<file path="config.mk">
export PLATFORM = sky130hd
export DESIGN_NAME = video_line_capture_flat
export DESIGN_NICKNAME = d
export VERILOG_FILES = /design/src/rtl/video_in_pkg.sv /design/src/rtl/video_line_capture_if.sv /design/src/rtl/pixel_fifo.sv /design/src/rtl/video_line_capture.sv /design/src/flat_wrapper.sv
export SDC_FILE = /design/constraint.sdc
export NUM_CORES = 1
export LEC_CHECK = 0
export ABC_AREA = 1
export BUFFER_PORTS_ARGS = -buffer_cell sky130_fd_sc_hd__buf_2
export CAP_MARGIN = 40
export CORE_MARGIN = 2
export CORE_UTILIZATION = 40
export DETAILED_ROUTE_END_ITERATION = 12
export PLACE_DENSITY = 0.55
export SLEW_MARGIN = 25
export SYNTH_ARGS = -nofsm -noshare
export SYNTH_HDL_FRONTEND = slang
export SYNTH_HIERARCHICAL = 1
export SYNTH_SLANG_ARGS = --single-unit
</file>
<file path="constraint.sdc">
create_clock -name clk -period 14.96 [get_ports clk]
set_input_delay 0 -clock clk [delete_from_list [all_inputs] [get_ports clk]]
set_output_delay 0 -clock clk [all_outputs]
set_load 0.02 [all_outputs]
</file>
<file path="src/rtl/video_in_pkg.sv">
// Shared types for the composite video line capture path.
// Capture states, pixel bundle and default raster limits.
package video_in_pkg;

  typedef enum logic [1:0] {
    IDLE,
    WAIT_LINE,
    CAPTURE,
    DONE_LINE
  } cap_state_e;

  typedef struct packed {
    logic [7:0] data;
    logic [9:0] x;
    logic [9:0] y;
    logic       sof;
    logic       eol;
  } pixel_t;

  localparam int DEF_OUT_WIDTH = 640;
  localparam int DEF_MAX_LINES = 263;

endpackage

</file>
<file path="src/rtl/video_line_capture_if.sv">
// ADC sample input and pixel valid/ready output bundle.
// master drives samples and ready; slave is the capture block.
interface video_line_capture_if;

  logic        sample_valid;
  logic [11:0] adc_data;
  logic        h_sync_pulse;
  logic        v_sync_pulse;
  logic        active_video;
  logic        pix_valid;
  logic        pix_ready;
  logic [7:0]  pix_data;
  logic [9:0]  pix_x;
  logic [9:0]  pix_y;
  logic        pix_sof;
  logic        pix_eol;
  logic        overflow;

  modport master (
    output sample_valid, adc_data,
    output h_sync_pulse, v_sync_pulse,
    output active_video, pix_ready,
    input  pix_valid, pix_data,
    input  pix_x, pix_y,
    input  pix_sof, pix_eol,
    input  overflow
  );

  modport slave (
    input  sample_valid, adc_data,
    input  h_sync_pulse, v_sync_pulse,
    input  active_video, pix_ready,
    output pix_valid, pix_data,
    output pix_x, pix_y,
    output pix_sof, pix_eol,
    output overflow
  );

endinterface

</file>
<file path="src/rtl/pixel_fifo.sv">
// Count-based pixel FIFO; DEPTH must be a power of 2.
// A push while full succeeds only when a pop happens in the same cycle.
module pixel_fifo #(
  parameter int  DEPTH = 4,
  parameter type T     = logic [7:0]
) (
  input  logic clk,
  input  logic rst_n,
  input  logic i_push,
  input  T     i_data,
  input  logic i_pop,
  output T     o_data,
  output logic o_full,
  output logic o_empty
);

  localparam int AW = (DEPTH > 1) ? $clog2(DEPTH) : 1;

  T              r_mem [DEPTH];
  logic [AW-1:0] r_wr;
  logic [AW-1:0] r_rd;
  logic [AW:0]   r_cnt;
  logic          w_wr;
  logic          w_rd;

  assign o_full  = (r_cnt == (AW+1)'(DEPTH));
  assign o_empty = (r_cnt == '0);
  assign w_rd    = i_pop & ~o_empty;
  assign w_wr    = i_push & (~o_full | w_rd);
  assign o_data  = r_mem[r_rd];

  always_ff @(posedge clk or negedge rst_n) begin
    if (!rst_n) begin
      r_wr  <= '0;
      r_rd  <= '0;
      r_cnt <= '0;
    end else begin
      if (w_wr) r_wr <= r_wr + 1'b1;
      if (w_rd) r_rd <= r_rd + 1'b1;
      r_cnt <= r_cnt + (AW+1)'(w_wr) - (AW+1)'(w_rd);
    end
  end

  // Storage needs no reset: outputs are qualified by the count.
  always_ff @(posedge clk) begin
    if (w_wr) r_mem[r_wr] <= i_data;
  end

endmodule

</file>
<file path="src/rtl/video_line_capture.sv">
// Composite luma capture: decimate ADC samples, black-level and gain
// correct, tag with raster position and buffer for a valid/ready sink.
module video_line_capture
  import video_in_pkg::*;
#(
  parameter int DECIM       = 3,
  parameter int OUT_WIDTH   = DEF_OUT_WIDTH,
  parameter int MAX_LINES   = DEF_MAX_LINES,
  parameter int BLACK_LEVEL = 1024,
  parameter int GAIN_Q8     = 11,
  parameter int FIFO_DEPTH  = 4
) (
  input logic                 clk,
  input logic                 rst_n,
  video_line_capture_if.slave bus
);

  localparam int PW = (DECIM > 1) ? $clog2(DECIM) : 1;
  localparam logic [PW-1:0] PH_LAST = PW'(DECIM - 1);
  localparam logic [13:0]   BLK     = 14'(DECIM * BLACK_LEVEL);
  localparam logic [9:0]    X_LAST  = 10'(OUT_WIDTH - 1);
  localparam logic [9:0]    Y_LAST  = 10'(MAX_LINES - 1);

  cap_state_e    r_state;
  cap_state_e    w_state_d;
  logic [9:0]    r_x;
  logic [9:0]    w_x_d;
  logic [9:0]    r_y;
  logic [9:0]    w_y_d;
  logic [9:0]    w_y_inc;
  logic [13:0]   r_acc;
  logic [13:0]   w_acc_d;
  logic [13:0]   w_sum;
  logic [13:0]   w_d;
  logic [23:0]   w_prod;
  logic [15:0]   w_scaled;
  logic [7:0]    w_luma;
  logic [PW-1:0] r_ph;
  logic [PW-1:0] w_ph_d;
  logic          w_vs;
  logic          w_take;
  logic          w_emit;
  pixel_t        r_pix;
  logic          r_pix_vld;
  logic          r_ovf;
  pixel_t        w_head;
  pixel_t        w_out;
  logic          w_full;
  logic          w_empty;
  logic          w_pop;
  logic          w_push;
  logic          w_drop;

  assign w_vs    = bus.sample_valid & bus.v_sync_pulse;
  assign w_y_inc = (r_y >= Y_LAST) ? Y_LAST : r_y + 1'b1;

  assign w_sum    = r_acc + {2'b00, bus.adc_data};
  assign w_d      = (w_sum > BLK) ? w_sum - BLK : '0;
  assign w_prod   = 24'(w_d) * 24'(GAIN_Q8);
  assign w_scaled = 16'(w_prod >> 8);
  assign w_luma   = (|w_scaled[15:8]) ? 8'hFF : w_scaled[7:0];

  always_comb begin
    w_state_d = r_state;
    w_x_d     = r_x;
    w_y_d     = r_y;
    w_acc_d   = r_acc;
    w_ph_d    = r_ph;
    w_take    = 1'b0;
    w_emit    = 1'b0;
    if (w_vs) begin
      w_state_d = WAIT_LINE;
      w_x_d     = '0;
      w_y_d     = '0;
      w_acc_d   = '0;
      w_ph_d    = '0;
    end else if (bus.sample_valid) begin
      unique case (r_state)
        IDLE: ;
        WAIT_LINE: begin
          if (bus.h_sync_pulse) begin
            w_x_d   = '0;
            w_y_d   = w_y_inc;
            w_acc_d = '0;
            w_ph_d  = '0;
          end else if (bus.active_video) begin
            w_take = 1'b1;
          end
        end
        CAPTURE: begin
          if (bus.active_video) begin
            w_take = 1'b1;
          end else begin
            w_state_d = DONE_LINE;
            w_acc_d   = '0;
            w_ph_d    = '0;
          end
        end
        // The sync that leaves DONE_LINE starts the next line.
        DONE_LINE: begin
          if (bus.h_sync_pulse) begin
            w_state_d = WAIT_LINE;
            w_x_d     = '0;
            w_y_d     = w_y_inc;
            w_acc_d   = '0;
            w_ph_d    = '0;
          end
        end
        default: w_state_d = IDLE;
      endcase
      if (w_take) begin
        w_state_d = CAPTURE;
        if (r_ph == PH_LAST) begin
          w_emit  = 1'b1;
          w_acc_d = '0;
          w_ph_d  = '0;
          w_x_d   = r_x + 1'b1;
          if (r_x == X_LAST) w_state_d = DONE_LINE;
        end else begin
          w_acc_d = w_sum;
          w_ph_d  = r_ph + 1'b1;
        end
      end
    end
  end

  assign w_pop  = ~w_empty & bus.pix_ready;
  assign w_push = r_pix_vld & (~w_full | w_pop);
  assign w_drop = r_pix_vld & w_full & ~w_pop;

  always_ff @(posedge clk or negedge rst_n) begin
    if (!rst_n) begin
      r_state   <= IDLE;
      r_x       <= '0;
      r_y       <= '0;
      r_acc     <= '0;
      r_ph      <= '0;
      r_pix     <= '0;
      r_pix_vld <= 1'b0;
      r_ovf     <= 1'b0;
    end else begin
      r_state   <= w_state_d;
      r_x       <= w_x_d;
      r_y       <= w_y_d;
      r_acc     <= w_acc_d;
      r_ph      <= w_ph_d;
      r_pix_vld <= w_emit;
      if (w_emit) begin
        r_pix <= '{data: w_luma, x: r_x, y: r_y,
                   sof: (r_x == '0) && (r_y == '0),
                   eol: (r_x == X_LAST)};
      end
      if (w_drop) r_ovf <= 1'b1;
      else if (w_vs) r_ovf <= 1'b0;
    end
  end

  pixel_fifo #(
    .DEPTH (FIFO_DEPTH),
    .T     (pixel_t)
  ) u_fifo (
    .clk     (clk),
    .rst_n   (rst_n),
    .i_push  (w_push),
    .i_data  (r_pix),
    .i_pop   (w_pop),
    .o_data  (w_head),
    .o_full  (w_full),
    .o_empty (w_empty)
  );

  assign w_out         = w_empty ? '0 : w_head;
  assign bus.pix_valid = ~w_empty;
  assign bus.pix_data  = w_out.data;
  assign bus.pix_x     = w_out.x;
  assign bus.pix_y     = w_out.y;
  assign bus.pix_sof   = w_out.sof;
  assign bus.pix_eol   = w_out.eol;
  assign bus.overflow  = r_ovf;

endmodule

</file>
<file path="src/flat_wrapper.sv">
// flat-port wrapper written by rule: the top's interface ports become plain ports
module video_line_capture_flat import video_in_pkg::*;
#(
  parameter int DECIM       = 3,
  parameter int OUT_WIDTH   = DEF_OUT_WIDTH,
  parameter int MAX_LINES   = DEF_MAX_LINES,
  parameter int BLACK_LEVEL = 1024,
  parameter int GAIN_Q8     = 11,
  parameter int FIFO_DEPTH  = 4
)
  (clk, rst_n, bus_sample_valid, bus_adc_data, bus_h_sync_pulse, bus_v_sync_pulse, bus_active_video, bus_pix_ready, bus_pix_valid, bus_pix_data, bus_pix_x, bus_pix_y, bus_pix_sof, bus_pix_eol, bus_overflow);
  video_line_capture_if bus_i ();
  input logic clk;
  input logic rst_n;
  input wire logic [$bits(bus_i.sample_valid)-1:0] bus_sample_valid;
  input wire logic [$bits(bus_i.adc_data)-1:0] bus_adc_data;
  input wire logic [$bits(bus_i.h_sync_pulse)-1:0] bus_h_sync_pulse;
  input wire logic [$bits(bus_i.v_sync_pulse)-1:0] bus_v_sync_pulse;
  input wire logic [$bits(bus_i.active_video)-1:0] bus_active_video;
  input wire logic [$bits(bus_i.pix_ready)-1:0] bus_pix_ready;
  output wire logic [$bits(bus_i.pix_valid)-1:0] bus_pix_valid;
  output wire logic [$bits(bus_i.pix_data)-1:0] bus_pix_data;
  output wire logic [$bits(bus_i.pix_x)-1:0] bus_pix_x;
  output wire logic [$bits(bus_i.pix_y)-1:0] bus_pix_y;
  output wire logic [$bits(bus_i.pix_sof)-1:0] bus_pix_sof;
  output wire logic [$bits(bus_i.pix_eol)-1:0] bus_pix_eol;
  output wire logic [$bits(bus_i.overflow)-1:0] bus_overflow;
  assign bus_i.sample_valid = bus_sample_valid;
  assign bus_i.adc_data = bus_adc_data;
  assign bus_i.h_sync_pulse = bus_h_sync_pulse;
  assign bus_i.v_sync_pulse = bus_v_sync_pulse;
  assign bus_i.active_video = bus_active_video;
  assign bus_i.pix_ready = bus_pix_ready;
  assign bus_pix_valid = bus_i.pix_valid;
  assign bus_pix_data = bus_i.pix_data;
  assign bus_pix_x = bus_i.pix_x;
  assign bus_pix_y = bus_i.pix_y;
  assign bus_pix_sof = bus_i.pix_sof;
  assign bus_pix_eol = bus_i.pix_eol;
  assign bus_overflow = bus_i.overflow;
  video_line_capture #(.DECIM(DECIM), .OUT_WIDTH(OUT_WIDTH), .MAX_LINES(MAX_LINES), .BLACK_LEVEL(BLACK_LEVEL), .GAIN_Q8(GAIN_Q8), .FIFO_DEPTH(FIFO_DEPTH)) u_core (.clk(clk), .rst_n(rst_n), .bus(bus_i));
endmodule
</file>
After elaboration in Yosys (flattened, before gate mapping)
Memory sizes are Yosys's and may differ from the RTL's.
Cells that the tools add are included.
{"block": "totals", "n_memories": 1, "ram_bits": 120, "regBits": 77, "input_bits": 19, "elab_cells": 113, "out_inout_bits": 32}
{"memory": "u_core.u_fifo.r_mem", "words": 4, "width": 30, "read_ports": 1, "rd_ports_with_merged_regs": 0, "write_ports": 1, "line": "pixel_fifo.sv:19", "text": "T r_mem [DEPTH];"}
{"block": "op_classes", "n_eq_ne": 9, "order_cmp": 2, "add_sub_neg": 9, "reduce_logical": 15, "multipliers": 1, "n_mux": 49, "n_bitwise": 12}
{"op": "$mux W10", "n": 11}
{"op": "$mux W14", "n": 7}
{"op": "$mux W30", "n": 1}
{"op": "$pmux W14 S2", "n": 1}
{"op": "$mux W2", "n": 12}
{"op": "$add A10 B1 Y10 const B", "n": 2}
{"op": "$logic_not A10 Y1", "n": 2}
{"op": "$mul A14 B4 Y18 const B", "n": 1}
{"op": "$add A14 B12 Y14", "n": 1}
{"op": "$gt A14 B12 Y1 const B", "n": 1}
{"op": "$sub A14 B12 Y14 const B", "n": 1}
{"op": "$mux W1", "n": 13}
{"op": "$eq A10 B10 Y1 const B", "n": 1}
{"op": "$ge A10 B9 Y1 const B", "n": 1}
{"op": "$mux W8", "n": 1}
{"op": "$ne A4 B2 Y1 const B", "n": 2}
{"op": "$pmux W2 S2", "n": 2}
{"op": "$reduce_and A4 Y1", "n": 2}
{"op": "$reduce_bool A2 Y1", "n": 4}
{"op": "$reduce_bool A4 Y1", "n": 2}
{"op": "$and A1 B1 Y1", "n": 7}
{"op": "$add A2 B1 Y2 const B", "n": 3}
{"op": "$eq A2 B2 Y1 const B", "n": 3}
{"op": "$ne A4 B1 Y1 const B", "n": 1}
{"op": "other kinds (11)", "n": 15}

Depth between registers and ports, before layout
Gate-level depths: netlist of run 1.
{"block": "logic_depth", "ltp_word": 8, "ltp_mapped": 34, "ltp_nobuf": 33}

Modules after synthesis
Netlist of run 1, hierarchy kept.
{"mod": "video_line_capture", "area_per_inst_um2": 5655.4, "n_inst": 1, "seq_area_each_um2": 1751.7, "cells_per_inst": 791}
{"mod": "pixel_fifo", "area_per_inst_um2": 5024.8, "n_inst": 1, "seq_area_each_um2": 3778.6, "cells_per_inst": 374}

Least setup slack after synthesis of run 1
Ideal clock, no wire load.
{"block": "synth_timing", "path_type": "register -> register", "start": "register u_core.r_acc[0]", "end": "register u_core/r_pix[23] in the netlist's numbering", "stages_incl_launch_ff": 33, "required_time_ps": 14841, "setup_slack_ps": 9771, "t_arrival_ps": 5070, "path_cell_list": "dfrtp_1 -> ha_1 -> inv_1 -> fa_1 -> nand3b_1 -> nand2_1 -> nand2_1 -> nand2_1 -> a31o_2 -> xnor2_1 -> inv_1 -> ha_1 -> inv_1 -> nor2_1 -> nand3_2 -> and2_4 -> inv_2 -> buf_2 -> nor2_1 -> ha_1 -> inv_1 -> fa_1 -> inv_1 -> ha_1 -> a21oi_1 -> o21ai_0 -> inv_1 -> nor2_1 -> a2111oi_0 -> nand3_1 -> nand2_2 -> nand2_2 -> o21a_1"}
{"block": "synth_between", "elab_chain_cells": 6, "word_cells_on_any_way": 7}
{"element": "start, declared", "line": "video_line_capture.sv:31", "text": "logic [13:0] r_acc;"}
{"element": "start signal, assigned", "line": "video_line_capture.sv:145", "text": "r_acc <= w_acc_d;"}
{"element": "$add A14 B12 Y14 *", "line": "video_line_capture.sv:57", "text": "assign w_sum = r_acc + {2'b00, bus.adc_data};"}
{"element": "$sub A14 B12 Y14 / $gt A14 B12 Y1 (equally long branches)", "line": "video_line_capture.sv:58", "text": "assign w_d = (w_sum > BLK) ? w_sum - BLK : '0;"}
{"element": "$mux W14 *", "line": "video_line_capture.sv:58"}
{"element": "$mul A14 B4 Y18 *", "line": "video_line_capture.sv:59", "text": "assign w_prod = 24'(w_d) * 24'(GAIN_Q8);"}
{"element": "$reduce_or A2 Y1", "line": "video_line_capture.sv:61", "text": "assign w_luma = (|w_scaled[15:8]) ? 8'hFF : w_scaled[7:0];"}
{"element": "$mux W8 *", "line": "video_line_capture.sv:61"}
{"element": "end signal, assigned", "line": "video_line_capture.sv:149", "text": "r_pix <= '{data: w_luma, x: r_x, y: r_y,"}
{"element": "end, declared", "line": "video_line_capture.sv:43", "text": "pixel_t r_pix;"}
Every way passes the cells marked *; elsewhere a longest branch is shown, timed or not.
A chain may end at the register's enable or synchronous reset.

Worst setup path after layout of run 1
{"block": "layout_timing", "start": "register u_core.r_acc[0]", "end": "register u_core/r_pix[24] in the netlist's numbering"}
Same word-level chain as after synthesis.

==> results of run 1 <==
==> through the flow <==
| stage | hold WS [ns] | util (%) | area (um2) | power (mW) | std cells |
|---|---|---|---|---|---|
| finish | 0.0543 | 45.6 | 11900 | 2.13 | 1563 |
| floorplan | -0.296 | - | 10700 | 1.43 | 1165 |
| CTS | 0.0669 | 45.6 | 11900 | 2.15 | 1563 |
| global route | 0.100 | 45.6 | 11900 | 2.32 | 1563 |
| global placement | -0.00675 | 42.8 | 11200 | 1.65 | 1525 |
| detailed placement | -0.00770 | 42.9 | 11200 | 1.66 | 1526 |
==> path summary, 6_finish.rpt <==
kind	to	from
worst min register to register	u_core/r_acc[6]	u_core/r_acc[6]
worst min-delay path	u_core/r_pix[10]	rst_n
worst max register to register	u_core/r_pix[24]	u_core/r_acc[0]
worst max-delay path	u_core/r_pix[24]	u_core/r_acc[0]
max in group asynchronous	u_core/r_x[8]	rst_n
min in group clk	u_core/r_acc[0]	bus_adc_data[0]
==> cell usage after synthesis, types with 9 or more instances <==
cell      count
nor2_1      185
nand2_1     172
inv_1       158
edfxtp_1    120
o21ai_1      90
dfrtp_1      77
o21ai_0      62
ha_1         57
nand3_1      38
a21oi_1      31
nand2_2      13
clkbuf_1     12
fa_1         12
nor3_1       11
buf_6         9
nand4_1       9
o22ai_1       9
==> cells in the final DEF, fill, tap and decap left out, drive strengths merged, types with 5 or more instances in the layout <==
cell	count
nor2	191
nand2	188
inv	178
o21ai	156
edfxtp	120
dfrtp	77
buf	59
ha	57
nand3	42
a21oi	32
clkbuf	17
fa	12
nor3	11
nand4	10
o22ai	9
or2	8
xor2	7
xnor2	6
dlygate4sd3	5
nand3b	5
and2	5
==> logic make-up (layout without fill, tap and decap cells) <==
family,Yosys count,count (layout),share of synthesized area [%]
compound gates,220,220,11.3
xor+xnor,13,13,1.07
fa+ha+maj,69,69,8.93
buf+inv,200,263,8.04
flops,197,197,51.8
simple gates,466,466,18.9
==> what timing repair did <==
action	4_1_cts	5_1_grt
gates resized for setup	0	0
hold buffers	5	0
endpoints found under the hold margin	40	0
setup buffers	0	0
==> layout make-up <==
cell class,count,share of cell area [%]
clock buffer,17,3.57
multi-input combinational,768,36.1
tap,335,3.52
sequential,197,46.4
inverter,167,5.30
timing repair buffer,64,3.21
clock inverter,15,1.84
==> registers in the layout, indices dropped and copies added, names as in the netlist, 2 cells and up <==
register	cells
u_core/u_fifo/r_mem	120
u_core/u_fifo/r_wr	2
u_core/r_pix	30
u_core/r_state	2
u_core/r_y	10
u_core/r_ph	2
u_core/u_fifo/r_cnt	3
u_core/u_fifo/r_rd	2
u_core/r_acc	14
u_core/r_x	10
==> report_power, final <==
group | total, mW | internal [mW] | switching, mW
Sequential | 0.643 | 0.608 | 0.0350
Combinational | 0.997 | 0.336 | 0.661
Clock | 0.488 | 0.238 | 0.250
==> per-layer routing <==
metal  vias to the layer above  track usage (%)  routed length [um]
met5                         -                0                   0
met4                         0             3.89                 162
met3                        16             2.51                 823
met2                       140             28.3               10600
met1                      3582             24.7               11300
li1                       3967                -                   -
==> worst register-to-register path: cells and delay by family (launching register included) <==
family                     cells  cell delay, ns
xor gates and xnor gates       1            0.07
adders and majority gates      6            1.90
and+or+nand+nor               12            1.48
AOI/OAI and AO/OA              5            1.17
DFF                            1            0.36
buffers and inverters          7            0.57
==> run summary, run 1 <==
The flow ran to the end, but the final reports show violations. The final reports fail on design-rule violations. For this run, the post-layout net count is 1303. The clock tree from TritonCTS is yes. In this design, the largest share of critical-path delay is due to adder cells.

The number of top-level design ports is 51. The worst-case register-to-register setup slack is ~9.3 ns. The power per cell area came out at 179 nW/um2. The synthesis-to-layout area growth came out at 11.5%. For the finished layout, the period the worst path requires is roughly 5.7 ns. The combined area of the multi-input logic cells is 4300 um2. The via count came out at between 7000 and 8000. In this run, the number of DRC markers left after iteration 0 of detailed routing was 578. The mean number of vias per cell is between 4 and 5.

Counting along the longest clock path gives a buffer depth of 2. The total clock buffers created by CTS came out at 17. The number of max-cap violations is 0. The classification of the worst-slack hold path is in -> async. The final-report max-slew violation count came out at 0. The initialized floorplan defines 59 standard-cell rows.

For this run the aggregate overflow at the end of global routing stands at 0. The number of optimization iterations in the first detailed-route pass is 9. The number of cells on the worst reg-to-reg path is 31. The final worst clock skew came out at between 0.01 and 0.015 ns.

The worst-case IR drop observed on VDD is 0.0000768 V. The number of gates on the worst path with buffers counted came out at 31. The die width came out at 167 um. The largest stage delay on the critical path is 0.49 ns. The average routed wire per standard cell came out at ~15 um.

The sum of buffers and inverters on the critical path is 7. For this run, the number of Yosys warnings is 6. The worst setup slack before clock tree synthesis is 9.28 ns. The post-synthesis sequential element count is 197.

The relative slew slack is 48.7%. Yosys attributes the largest share of cell area to edfxtp_1 (34%), dfrtp_1 (18%), ha_1 (6.7%). 0 antenna diodes ended up in the layout. The worst-path cell with the longest stage delay is fa_1. The biggest area contributor in the post-synthesis netlist is edfxtp_1.

The setup slack after layout is 9.25 ns. Setup repair after global routing left no endpoint under its margin. The kind of end point of the critical path is a flop. The total wire length came out at 22900 um. Summing all flip-flop and latch instances after layout gives 5530 um2. For the worst setup path, the data arrival time is 6.03 ns.

The aggregate negative setup slack came out at 0 ns. The number of cells produced by synthesis came out at 1165. The number of levels in the clock H-tree is 4. The die covers 28000 um2. The worst-skew pair later-pin latency came out at 0.44 ns. Setup violations remaining at the end of the flow were counted as 0. The synthesized area per cell came out at 9.17 um2. The net count after synthesis is between 1000 and 1500.

The root buffer cell chosen for the clock tree is clkbuf_16. The count of antenna-violating nets left after detailed routing came out at 0. The pin count of the biggest net entering global routing is 62. The starting density of the core came out at 40.9%. The floorplan step set the die height to between 150 and 200 um. The core region is around 26000 um2. The portion of the clock cycle consumed by the worst path in the final layout came out at 38.2%. The TritonCTS sink count is 197. The number of failing hold endpoints at the final stage came out at 0. In the synthesized netlist the dominant register cell turns out to be edfxtp_1. The final HPWL from detailed placement came out at around 16000 um. The most frequent cell on the critical path is inv_1.

The post-route netlist has around an eighth of its cells at a drive strength greater than 1. The count of fill cells added during filler insertion came out at 2534. Counting distinct cell types in the post-synthesis netlist gives 52. The total leakage power came out at 5.31 nW. The setup path with the least slack is of type reg -> reg. For the pin with the worst max-slew slack, the measured transition is around 0.77 ns. After synthesis, flip-flops and latches occupy around half of the total area. The clock transition at the registers of the reported paths is 0.09 ns. The biggest fanout along the worst timing path is 12. In the routed design, unresolved DRC markers number 3. The placer's final routability congestion estimate came out at between 0.8 and 0.9.

The number of antenna violations at the first check in global routing is 0. STA puts the critical path data required time at 15.28 ns. The first-pass GRT wire length came out at 38800 um. STA classifies the critical path startpoint as a flop. The number of flops mapped to enable cells by yosys came out at 120.

The upper clock frequency limit came out at 175 MHz. After synthesis, the largest area contributor takes up about a third of total cell area. The post-synth design cell area came out at around 11000 um2. The aggregate global-route resource usage came out at 17.3%. The number of port buffers is 50. The via count of the first global-routing pass came to 7534. The share of flip-flops with an asynchronous set or reset after synthesis is 39.1%.
No activity file was read; power rests on OpenSTA's default activity.
==> inputs of run 2 (changes only) <==
ABC_AREA = 0   (was 1)
PLACE_DENSITY = 0.57   (was 0.55)
clock period = 5 ns   (was 14.96 ns; I/O delays follow)
==> run summary, run 2 <==
The worst hold slack across all endpoints came out at 0.0199 ns (-0.0345 ns). The layout cell share with drive strength beyond 1 came out at 27.0% (+15 points). The clock transition at the registers of the reported paths came to 0.08 ns (about the same). The combinational fraction of design power came out at 44.9% (-2.0 points).

The number of DRC violations after detailed-routing iteration 0 was 371 (-36%). The root buffer cell is clkbuf_16. STA classifies the critical path endpoint as a flop. The routing usage on met3 is 2.93% (+0.42 points). The kind of start point of the critical path is a flop. The simple-gate share of the synthesized area came to 11.7% (-7.2 points).

The total cell area at the placement stage is 11200 um2 (-0.46%). The mean number of vias per cell came out at 5.23 (+6.1%). The startpoint of the most critical register-to-register path is u_core/r_acc[0]. The total power draw came to 5.83 mW (+170%). The path type of the worst setup path is reg -> reg. The floorplan core area is 24200 um2 (-7.2%). The xor-xnor portion of the synthesized cell area came out at 2.56% (+1.5 points). The number of port buffers is 50 (unchanged). The placer's final routability congestion estimate came to 0.942 (+8.4%). The antenna diode count is 0 (unchanged).

The number of optimization iterations in the first detailed-route pass is 5 (-4). The hold path startpoint is bus_adc_data[0]. The largest buffer count on any clock path came to 2 (unchanged). The power per cell area was 488 nW/um2 (+170%). The fraction of synthesized area in multiplexers is 7.11% (+7.1 points). The number of cells on the worst reg-to-reg path is 27 (-13%).

The sum of buffers and inverters on the critical path is 3 (-4). The time the final worst path needs with I/O delays and setup came to 5.34 ns (-0.372 ns). The number of antenna violations at the first check in global routing was 0 (unchanged). The final reports fail on negative setup slack. The share of flip-flops with an asynchronous set or reset after synthesis came out at 39.1% (unchanged). The aggregate global-route resource usage came out at 16.4% (-0.97 points).

The required time at the worst-slack endpoint came out at 5.31 ns (-9.97 ns). In the post-synthesis netlist, the biggest area contributors are edfxtp_1 (36%), dfrtp_1 (20%), ha_1 (7.2%). The number of flops mapped to enable cells by yosys is 120 (unchanged).

The met1 usage in global routing is 22.0% (-2.6 points). The largest stage delay on the critical path was 0.53 ns (+0.04 ns). The worst-skew pair later-pin latency is 0.43 ns (about the same). The switching component of the power is 2.11 mW (+120%). Setup repair after global routing could not meet its margin everywhere. The setup slack after layout came out at -0.336 ns (-9.59 ns).

The top cell types in the final layout, fill and taps aside, are edfxtp_1 (120), nand2_1 (81), dfrtp_1 (75), buf_4 (67), buf_2 (49). The number of top-level design ports came out at 51 (unchanged). The number of gates on the worst path with buffers counted was 27 (-13%).

The leftover overflow at the end of global routing is 0 (unchanged). The post-synthesis sequential element count came to 197 (unchanged). The final cell count without fillers came out at 1215 (-22%). The synthesis-to-layout area growth is 21.0%.

The switching share of total power was 36.1% (-8.3 points). The die width came to 161 um (-3.8%). The utilization after layout is 49.3% (+3.7 points). The register area share after synthesis is 56.0% (+4.2 points). The internal power summed over all cells came out at 3.72 mW (+210%).

The net count after synthesis came out at 844 (-33%). The number of unique standard cell types used by synthesis is 76 (+46%). The residual DRC count came out at 0 (-3). The synthesized area per cell is 13.1 um2 (+42%). The complex-gate fraction of the synthesized area came out at 10.1% (-1.2 points). The post-layout instance area came out at 11900 um2 (+0.32%). u_core/u_fifo/r_mem holds more flip-flops than any other register. In the post-synthesis netlist, the cell with the most instances is edfxtp_1. The number of max-cap violations came out at 0 (unchanged).

The worst endpoint data arrival time came out at 5.65 ns (-0.38 ns). The post-synth design cell area is 9870 um2 (-7.6%). In the synthesized netlist, the cells that appear most often are edfxtp_1 (120), nand2_1 (81), dfrtp_1 (77). The upper clock frequency limit came out at 187 MHz (+7.0%). The total clock buffers created by CTS is 17 (unchanged). The path class of the tightest hold or removal check is in -> reg. The final HPWL from detailed placement came out at 14600 um (-6.5%).

The biggest fanout along the worst timing path came out at 5 (-7). The clock tree from TritonCTS is yes. The portion of the clock cycle consumed by the worst path in the final layout is 107% (+69 points). The number of flip-flops in the largest register is 120 (unchanged). The count of yosys warnings during synthesis was 6 (unchanged).

In the final layout, the registers with the most flip-flops are u_core/u_fifo/r_mem x120, u_core/r_pix x30, u_core/r_acc x14. The transition time at the pin with the least slew margin is 0.642 ns (-0.125 ns). In this run the most used layer during global routing was met2. The proportion of netlist area held by the largest area contributor came out at 36.5% (+2.8 points). The kind of cell adding the most delay to the critical path is compound AO/OA/AOI/OAI gates.

The path with the worst hold slack has its endpoint at u_core/r_acc[0]. The final-report max-slew violation count came out at 0 (unchanged). The number of levels in the clock H-tree came out at 4 (unchanged). The worst-case register-to-register setup slack is -0.34 ns (-9.59 ns).

The aggregate negative setup slack is -1.98 ns (-1.98 ns). The TritonCTS sink count is 197 (unchanged). The final worst clock skew is 0.0102 ns (-0.00411 ns). The number of failing hold endpoints at the final stage is 0 (unchanged). The starting density of the core is 40.7% (-0.15 points).

The via count of the first global-routing pass is 6727 (-11%). The final setup violation count came out at 8 (+8). The worst setup slack before clock tree synthesis was -0.467 ns (-9.75 ns). The total wire length came out at 20300 um (-11%). The most numerous cell type found on the critical path is ha_4. The number of rows created at floorplan was 57 (-3.4%). The count of antenna-violating nets left after detailed routing is 0 (unchanged). The worst register-to-register path ends at u_core/r_pix[29].

The average routed wire per standard cell came out at 16.7 um (+14%). The via count came out at 6352 (-18%). For this run, the leading register cell type out of synthesis is edfxtp_1. The final net count was 966 (-26%).

The worst-case vdd ir drop is 0.000256 V (+230%). The first-pass GRT wire length is 33900 um (-12%). The total leakage power is 5.13 nW (-3.4%). The die footprint is 26000 um2 (-7.4%). The height of the die is 161 um (-3.8%). The number of cells produced by synthesis came to 756 (-35%). The global-route track usage on met2 was 27.0% (-1.2 points). The largest area contributor in the netlist is edfxtp_1. The part of the total power dissipated in sequential elements was 32.3% (+2.1 points).

The cell count after placement came to 1170 (-23%). The clock share of power came out at 22.9% (about the same). Counting instances, the worst hold path has a depth of 3.

The run finished, with violations left. The area share of fa/ha/maj cells after synthesis came out at 9.66% (+0.73 points). The pin count of the biggest net entering global routing is 43 (-31%). The most common library cell in the layout ignoring fill and taps is edfxtp_1. The relative slew slack was 57.2% (+8.5 points). Among all stages on the critical path, the largest delay is contributed by fa_1.

After synthesis, the largest family of logic cells by area is simple AND/OR/NAND/NOR gates.
[run 2: changes by cell type after synthesis, moves of 36 or more]
cell     before  now
nor2_1      185   44
inv_1       158   41
nand2_1     172   81
o21ai_1      90    1
nor2b_1       0   36
[run 2: cells by family (layout without fill, tap and decap cells)]
family,Yosys count,in the layout
AO/OA/AOI/OAI,131,131
XOR/XNOR,28,28
multiplexers,32,32
buffers and inverters,69,204
flip-flops,197,197
adder cells (fa/ha/maj),69,69
AND/OR/NAND/NOR,230,230
[run 2: worst max path at each step]
stage	from	slack (ns)	end
after floorplan	u_core/r_acc[0]	-0.35	u_core/r_pix[29]
after global placement	u_core/r_acc[0]	-0.27	u_core/r_pix[29]
after detailed placement	u_core/r_acc[0]	-0.47	u_core/r_pix[29]
after CTS	u_core/r_acc[0]	-0.46	u_core/r_pix[29]
after global routing	u_core/r_acc[0]	-0.60	u_core/r_pix[29]
final	u_core/r_acc[0]	-0.34	u_core/r_pix[29]
[run 2: tightest hold or removal path: stages]
cell	delay (ns)
buf_2	0.11
ha_4	0.17
a22o_1	0.14
[run 2: layer usage]
layer / share of wire, % / wire length, um
met5: 0 / 0
met4: 1.2 / 252
met3: 3.6 / 724
met2: 48 / 9820
met1: 47 / 9540
[run 2: cell type report]
type / count / area [um2]
clock buffer: 17 / 425
fill: 2166 / 12300
multi-input combinational: 490 / 4300
clock inverter: 15 / 154
inverter: 42 / 158
sequential: 197 / 5530
timing repair buffer: 130 / 976
tap: 324 / 405
[run 2: repair_timing]
action / CTS / global route
hold buffers: 5 / 0
buffers inserted: 6 / 2
setup endpoints to repair: 8 / 8
endpoints found under the hold margin: 86 / 0
gates cloned: 1 / 0
pin swaps: 14 / 10
gates resized for setup: 5 / 8
[run 2: power groups by stage]
stage | sequential, mW | clock, mW | combinational, mW
final | 1.88 | 1.33 | 2.61
after detailed placement | 1.92 | 0 | 2.49
after floorplan | 1.87 | 0 | 1.70
after CTS | 1.88 | 1.37 | 2.61
after global placement | 1.95 | 0 | 2.35
after global routing | 1.90 | 1.42 | 2.91
